## config.mk

```make
export PLATFORM = sky130hd
export DESIGN_NAME = reaction_timer_ctrl
export DESIGN_NICKNAME = d
export VERILOG_FILES = /design/src/rtl/reaction_timer_ctrl_pkg.sv /design/src/rtl/reaction_timer_ctrl_btn_edge_sync.sv /design/src/rtl/reaction_timer_ctrl.sv
export SDC_FILE = /design/constraint.sdc
export NUM_CORES = 1
export LEC_CHECK = 0
export ABC_CLOCK_PERIOD_IN_PS = 2400
export BUFFER_PORTS_ARGS = -buffer_cell sky130_fd_sc_hd__buf_2
export CAP_MARGIN = 30
export CORE_UTILIZATION = 60
export CTS_CLUSTER_DIAMETER = 80
export CTS_CLUSTER_SIZE = 25
export DETAILED_ROUTE_END_ITERATION = 6
export PLACE_DENSITY = 0.78
export SYNTH_ARGS = -nofsm -noshare
export SYNTH_HDL_FRONTEND = slang
export SYNTH_SLANG_ARGS = --single-unit
```

## constraint.sdc

```tcl
create_clock -name clock -period 2.4 [get_ports clock]
set_input_delay 0.12 -clock clock [delete_from_list [all_inputs] [get_ports clock]]
set_output_delay 0.12 -clock clock [all_outputs]
set_load 0.01 [all_outputs]
```

## src/rtl/reaction_timer_ctrl_pkg.sv

```systemverilog
// ---------------------------------------------------------------------------
// reaction_timer_ctrl_pkg
// Shared definitions for the reaction-timer controller and the downstream BCD
// display counter: state encodings, LFSR seed/taps and the default elapsed
// limit that matches the 4-digit display.
// ---------------------------------------------------------------------------
package reaction_timer_ctrl_pkg;

  // State encodings, also exported on the debug 'state' port.
  localparam logic [2:0] ST_IDLE        = 3'd0;
  localparam logic [2:0] ST_ARMED       = 3'd1;
  localparam logic [2:0] ST_RUNNING     = 3'd2;
  localparam logic [2:0] ST_DONE        = 3'd3;
  localparam logic [2:0] ST_FALSE_START = 3'd4;

  typedef enum logic [2:0] {
    S_IDLE        = ST_IDLE,
    S_ARMED       = ST_ARMED,
    S_RUNNING     = ST_RUNNING,
    S_DONE        = ST_DONE,
    S_FALSE_START = ST_FALSE_START
  } state_t;

  // 16-bit Fibonacci LFSR, taps 16,14,13,11 (bit indices 15,13,12,10).
  localparam logic [15:0] LFSR_SEED = 16'hACE1;
  localparam logic [15:0] LFSR_TAPS = 16'b1011_0100_0000_0000;

  // Largest value the 4-digit display can show.
  localparam int MAX_MS_DEFAULT = 9999;

  // One LFSR step: shift left, feedback is the XOR of the tapped bits.
  function automatic logic [15:0] lfsr_step(input logic [15:0] s);
    return {s[14:0], ^(s & LFSR_TAPS)};
  endfunction

endpackage

```

## src/rtl/reaction_timer_ctrl_btn_edge_sync.sv

```systemverilog
// ---------------------------------------------------------------------------
// btn_edge_sync
// Brings an active-low push-button into the clock domain with a 2-FF
// synchronizer and emits a single-cycle pulse on each press (synced value
// going 1 -> 0). Holding the button produces no further pulses.
// Ports:
//   clock  - system clock
//   reset  - asynchronous active-high reset (button treated as released)
//   btn_n  - raw active-low button, asynchronous to clock
//   press  - one-cycle pulse per press
// ---------------------------------------------------------------------------
module btn_edge_sync (
  input  logic clock,
  input  logic reset,
  input  logic btn_n,
  output logic press
);

  logic sync_p0;
  logic sync_p1;
  logic prev_p2;

  // Resetting to 1 (released) keeps a button held through reset from
  // looking like a fresh press afterwards.
  always_ff @(posedge clock or posedge reset) begin
    if (reset) begin
      sync_p0 <= 1'b1;
      sync_p1 <= 1'b1;
      prev_p2 <= 1'b1;
    end else begin
      // stage 0: metastability capture
      sync_p0 <= btn_n;
      // stage 1: synchronized level
      sync_p1 <= sync_p0;
      // stage 2: previous synchronized level for edge detection
      prev_p2 <= sync_p1;
    end
  end

  assign press = prev_p2 & ~sync_p1;

endmodule

```

## src/rtl/reaction_timer_ctrl.sv

```systemverilog
// ---------------------------------------------------------------------------
// reaction_timer_ctrl
// Control FSM for the reaction-timer game. Waits a pseudo-random delay after
// the go button, lights the go LED and drives the downstream BCD counter
// (count_en = counter start, count_clr = counter reset) once per millisecond
// until the player presses stop. Detects false starts and the display limit.
// Ports:
//   clock, reset         - system clock, asynchronous active-high reset
//   go_n, stop_n         - raw active-low buttons
//   count_en             - one-cycle pulse per ms while RUNNING
//   count_clr            - clears the downstream counter (1 during reset,
//                          one-cycle pulse on entry to ARMED)
//   led                  - go light, high only in RUNNING
//   false_start          - high in FALSE_START
//   timeout              - sticky in DONE when the limit was reached
//   elapsed_ms[13:0]     - internal ms count, mirrors the downstream counter
//   state[2:0]           - current state for debug LEDs
// ---------------------------------------------------------------------------
module reaction_timer_ctrl
  import reaction_timer_ctrl_pkg::*;
#(
  parameter int CLK_PER_MS   = 50000,
  parameter int MIN_DELAY_MS = 1000,
  parameter int MAX_MS       = MAX_MS_DEFAULT
) (
  input  logic        clock,
  input  logic        reset,
  input  logic        go_n,
  input  logic        stop_n,
  output logic        count_en,
  output logic        count_clr,
  output logic        led,
  output logic        false_start,
  output logic        timeout,
  output logic [13:0] elapsed_ms,
  output logic [2:0]  state
);

  localparam int            PW         = (CLK_PER_MS > 1) ? $clog2(CLK_PER_MS) : 1;
  localparam logic [PW-1:0] PRESC_LAST = PW'(CLK_PER_MS - 1);
  localparam logic [13:0]   MAX_W      = 14'(MAX_MS);
  localparam logic [11:0]   MIN_W      = 12'(MIN_DELAY_MS);

  state_t        state_q;
  logic [15:0]   lfsr;
  logic [PW-1:0] presc;
  logic [11:0]   delay_ms;
  logic          go_p;
  logic          stop_p;
  logic          tick;

  // Elapsed count never wraps; it holds at the display limit.
  function automatic logic [13:0] sat_inc(input logic [13:0] v);
    return (v >= MAX_W) ? MAX_W : v + 14'd1;
  endfunction

  btn_edge_sync u_go_sync (
    .clock (clock),
    .reset (reset),
    .btn_n (go_n),
    .press (go_p)
  );

  btn_edge_sync u_stop_sync (
    .clock (clock),
    .reset (reset),
    .btn_n (stop_n),
    .press (stop_p)
  );

  assign tick  = (presc == PRESC_LAST);
  assign state = state_q;

  always_ff @(posedge clock or posedge reset) begin
    if (reset) begin
      state_q     <= S_IDLE;
      lfsr        <= LFSR_SEED;
      presc       <= '0;
      delay_ms    <= '0;
      elapsed_ms  <= '0;
      count_en    <= 1'b0;
      count_clr   <= 1'b1;
      led         <= 1'b0;
      false_start <= 1'b0;
      timeout     <= 1'b0;
    end else begin
      lfsr      <= lfsr_step(lfsr);
      count_en  <= 1'b0;
      count_clr <= 1'b0;
      // Free-running ms prescaler; every state change below restarts it so
      // the first tick lands CLK_PER_MS cycles after entry.
      presc     <= tick ? '0 : presc + PW'(1);

      case (state_q)
        S_IDLE, S_DONE, S_FALSE_START: begin
          // go wins over a coincident stop here simply by being the only
          // event these states react to.
          if (go_p) begin
            state_q     <= S_ARMED;
            presc       <= '0;
            delay_ms    <= MIN_W + {1'b0, lfsr[10:0]};
            elapsed_ms  <= '0;
            timeout     <= 1'b0;
            false_start <= 1'b0;
            count_clr   <= 1'b1;
          end
        end

        S_ARMED: begin
          if (stop_p) begin
            state_q     <= S_FALSE_START;
            presc       <= '0;
            false_start <= 1'b1;
          end else if (tick) begin
            // <=1 also covers a zero delay if MIN_DELAY_MS is set to 0.
            if (delay_ms <= 12'd1) begin
              state_q <= S_RUNNING;
              presc   <= '0;
              led     <= 1'b1;
            end else begin
              delay_ms <= delay_ms - 12'd1;
            end
          end
        end

        S_RUNNING: begin
          // stop takes priority over a same-cycle tick: no pulse, no increment.
          if (stop_p) begin
            state_q <= S_DONE;
            presc   <= '0;
            led     <= 1'b0;
          end else if (tick) begin
            count_en   <= 1'b1;
            elapsed_ms <= sat_inc(elapsed_ms);
            if (sat_inc(elapsed_ms) == MAX_W) begin
              state_q <= S_DONE;
              presc   <= '0;
              led     <= 1'b0;
              timeout <= 1'b1;
            end
          end
        end

        default: begin
          state_q <= S_IDLE;
          presc   <= '0;
          led     <= 1'b0;
        end
      endcase
    end
  end

endmodule

```

==> impl_metrics.sql <==
INSERT INTO impl_metrics (metric_group, metric, value, unit) VALUES
('setup_path', 'regToRegStartpoint', 'presc[0]$_DFF_PP0_', ''),
('placed_design', 'buffer_ports.inserted', '25', ''),
('synthesis', 'synth-simple-area-share', '0.204', ''),
('floorplanning', 'initial_utilization', '0.628', ''),
('setup_path', 'data_required_time_of_the_worst_path', '2.68', 'ns'),
('synthesis', 'synth.top_cells.by_count', 'sky130_fd_sc_hd__dfrtp_1 (57), sky130_fd_sc_hd__nor2_1 (43), sky130_fd_sc_hd__nand2_1 (32)', ''),
('power', 'power_per_cell_area', '867', 'nW/µm²'),
('timing', 'finalMaxSlewViolations', '0', ''),
('global_route', 'antenna_found_initial', '0', ''),
('finish', 'num-fill-cells', '450', ''),
('synthesis', 'ys.warnings.count', '0', ''),
('synthesis', 'synth.area.top_cells', 'sky130_fd_sc_hd__dfrtp_1 (38%), sky130_fd_sc_hd__dfstp_2 (11%), sky130_fd_sc_hd__xnor2_1 (4.7%)', ''),
('floorplanning', 'rows', '28', ''),
('synthesis', 'synth_compound_area_frac', '0.171', ''),
('placed_design', 'numPlacedInstances', '484', ''),
('floorplanning', 'die-width', '80.9', 'µm'),
('clock_network', 'cts_num_sinks', '72', ''),
('placed_design', 'post-dp-hpwl', '5.34', 'mm'),
('floorplanning', 'die_h', '80.9', 'µm'),
('synthesis', 'postSynthNetCount', '394', ''),
('power', 'post-layout-total-power', '3620', 'µW'),
('route', 'first_pass_iters', '4', ''),
('finish', 'seqCellArea', '1820', 'µm²'),
('route', 'avgViaCountPerCell', '6.00', ''),
('min_path', 'worst_hold_startpoint', 'u_go_sync.sync_p0$_DFF_PP1_', ''),
('synthesis', 'area_fraction_of_the_dominant_cell_type_after_synthesis', '0.382', ''),
('route', 'drt_drc_violations_left', '0', ''),
('setup_path', 'worstRegToRegCells', '7', ''),
('global_route', 'track_usage', '0.265', ''),
('global_route', 'globalRoute.totalOverflow', '0', ''),
('floorplanning', 'core_area', '5960', 'µm²'),
('route', 'iter_0_drt_violations', '301', ''),
('timing', 'tightest_slew', '0.549', 'ns'),
('synthesis', 'synth.yosys.seq_area_share', '0.487', ''),
('min_path', 'hold_path_end', 'u_go_sync.sync_p1$_DFF_PP1_', ''),
('clock_network', 'tritoncts.num_buffers', '9', ''),
('clock_network', 'clockBufferDepth', '2', ''),
('synthesis', 'synth_xor_area_frac', '0.0703', ''),
('global_route', 'grt_max_degree', '32', ''),
('synthesis', 'main_combinational_cell_family_by_area_after_synthesis', 'simple AND/OR/NAND/NOR gates', ''),
('global_route', 'grt_first_pass_wirelength', '13.2', 'mm'),
('setup_path', 'crit_type', 'flip-flop to flip-flop', ''),
('setup_path', 'worst-path-max-fanout', '6', ''),
('finish', 'drive_gt1_frac', '0.198', ''),
('global_route', 'busiest_layer', 'met1', ''),
('clock_network', 'tritoncts', 'yes', ''),
('floorplanning', 'boundaryPins', '26', ''),
('timing', 'layout_worst_path_cycle_share', '0.935', ''),
('synthesis', 'post_synth_mux_area_share', '0.00535', ''),
('synthesis', 'post-synth-top-area-cell', 'sky130_fd_sc_hd__dfrtp_1', ''),
('synthesis', 'synthMostInstantiatedCell', 'sky130_fd_sc_hd__dfrtp_1', ''),
('synthesis', 'syn-instance-count', '385', ''),
('timing', 'fin_worst_skew', '0.0105', 'ns'),
('finish', 'final_core_utilization', '0.701', ''),
('synthesis', 'post_synth_fa_ha_maj_area_fraction', '0.0167', ''),
('finish', 'post_layout_nonfiller_instances', '505', ''),
('floorplanning', 'dieArea', '6550', 'µm²'),
('synthesis', 'post_synthesis_mean_instance_area', '9.71', 'µm²'),
('min_path', 'whs_path_depth', '0', ''),
('clock_network', 'cts_root_buffer', 'sky130_fd_sc_hd__clkbuf_8', ''),
('setup_path', 'worst_reg2reg_setup_slack', '0.16', 'ns'),
('global_route', 'groute.layer.met3.usage', '0.0528', ''),
('synthesis', 'post_synth_edffs', '0', ''),
('global_route', 'gr_met1_demand_resource', '0.387', ''),
('synthesis', 'ys_ff_latch', '72', ''),
('timing', 'hold_viol_final', '0', ''),
('clock_network', 'clkLatencyLatePin', '0.34', 'ns'),
('route', 'route.vias.total', '3030', ''),
('global_route', 'first_global_vias', '2810', ''),
('finish', 'multi_input_area', '1760', 'µm²'),
('run_status', 'outcome', 'complete, no violations', '');
## critical path: stages, from the launching register on
cell                       delay, ns
sky130_fd_sc_hd__dfrtp_1        0.38
sky130_fd_sc_hd__ha_1           0.19
sky130_fd_sc_hd__and3_1         0.25
sky130_fd_sc_hd__nand4_1        0.28
sky130_fd_sc_hd__o311ai_0       0.45
sky130_fd_sc_hd__nand3_1        0.24
sky130_fd_sc_hd__a21oi_1        0.20
sky130_fd_sc_hd__o221a_2        0.20
## how the worst max path moves through the flow
stage / to / depth (start not counted) / start
2_1_floorplan: led$_DFFE_PP0P_ / 7 / elapsed_ms[0]$_DFFE_PP0P_
3_3_place_gp: delay_ms[11]$_DFFE_PP0P_ / 7 / presc[0]$_DFF_PP0_
3_5_place_dp: delay_ms[11]$_DFFE_PP0P_ / 7 / presc[0]$_DFF_PP0_
4_1_cts: delay_ms[11]$_DFFE_PP0P_ / 7 / presc[0]$_DFF_PP0_
5_1_grt: state[1]$_DFFE_PP0P_ / 7 / presc[0]$_DFF_PP0_
6_report: state[0]$_DFFE_PP0P_ / 7 / presc[0]$_DFF_PP0_
## layer usage
layer | wire length (µm) | part of all wire
met1 | 3820 | 0.49
met3 | 363 | 0.047
met5 | 0 | 0
met2 | 3470 | 0.44
met4 | 142 | 0.018
## state kept, by name, indices dropped and copies added, names as in the netlist, 3 cells and up
| signal | cells |
|---|---|
| state | 3 |
| lfsr | 16 |
| delay_ms | 12 |
| elapsed_ms | 14 |
| presc | 16 |
## logic make-up after synthesis
kind of cell               after synthesis
muxes                                    2
AOI/OAI and AO/OA                       97
DFF                                     72
buffers and inverters                   32
adders and majority gates                5
and+or+nand+nor                        147
xor gates and xnor gates                30
## power by group
group          total (µW)  internal [µW]  switching [µW]
clock                 803            371             432
combinational        1320            487             830
sequential           1500           1350             154
total                3620           2200            1420
## cells in the final DEF (no fill, tap or decap), types with 3 or more instances in the layout
| master | instances |
|---|---|
| sky130_fd_sc_hd__dfstp_2 | 15 |
| sky130_fd_sc_hd__dlygate4sd3_1 | 3 |
| sky130_fd_sc_hd__nor3_1 | 9 |
| sky130_fd_sc_hd__xor2_1 | 10 |
| sky130_fd_sc_hd__buf_4 | 18 |
| sky130_fd_sc_hd__clkbuf_1 | 3 |
| sky130_fd_sc_hd__o31ai_1 | 4 |
| sky130_fd_sc_hd__nand2_1 | 32 |
| sky130_fd_sc_hd__nor2_1 | 43 |
| sky130_fd_sc_hd__clkbuf_8 | 9 |
| sky130_fd_sc_hd__nand3_1 | 14 |
| sky130_fd_sc_hd__a21o_1 | 3 |
| sky130_fd_sc_hd__and2_1 | 3 |
| sky130_fd_sc_hd__nand4_1 | 6 |
| sky130_fd_sc_hd__a21oi_1 | 22 |
| sky130_fd_sc_hd__o22ai_1 | 4 |
| sky130_fd_sc_hd__dfrtp_1 | 57 |
| sky130_fd_sc_hd__nor4_1 | 6 |
| sky130_fd_sc_hd__buf_2 | 25 |
| sky130_fd_sc_hd__o21ai_0 | 27 |
| sky130_fd_sc_hd__o22a_1 | 5 |
| sky130_fd_sc_hd__nand3b_1 | 4 |
| sky130_fd_sc_hd__nor2b_1 | 5 |
| sky130_fd_sc_hd__a211oi_1 | 4 |
| sky130_fd_sc_hd__clkinv_2 | 3 |
| sky130_fd_sc_hd__ha_1 | 5 |
| sky130_fd_sc_hd__xnor2_1 | 20 |
| sky130_fd_sc_hd__a31oi_1 | 3 |
| sky130_fd_sc_hd__and3_1 | 5 |
| sky130_fd_sc_hd__inv_1 | 13 |
| sky130_fd_sc_hd__nand2b_1 | 4 |
## cell type report
class | count | area share
Clock buffer | 12 | 0.0323
Multi-Input combinational cell | 281 | 0.421
Timing Repair Buffer | 46 | 0.0695
Clock inverter | 4 | 0.00539
Sequential cell | 72 | 0.436
Inverter | 15 | 0.0135
Tap cell | 75 | 0.0225
## stage by stage
stage | TNS, ns | hold WS [ns] | setup slack, ns | area [µm²]
floorplan | 0 | 0.124 | 0.356 | 3740
global placement | 0 | 0.193 | 0.202 | 3960
detailed placement | 0 | 0.202 | 0.117 | 3960
CTS | 0 | 0.357 | 0.0842 | 4150
global route | -0.0994 | 0.361 | -0.0646 | 4180
finish | 0 | 0.357 | 0.156 | 4180
## timing repair
action | 4_1_cts | 5_1_grt
setup buffers | 0 | 2
hold buffers | 3 | 0
endpoints found under the setup margin | 0 | 13
resized for setup | 0 | 4
endpoints found under the hold margin | 17 | 0
No activity file was read; power rests on OpenSTA's default activity.
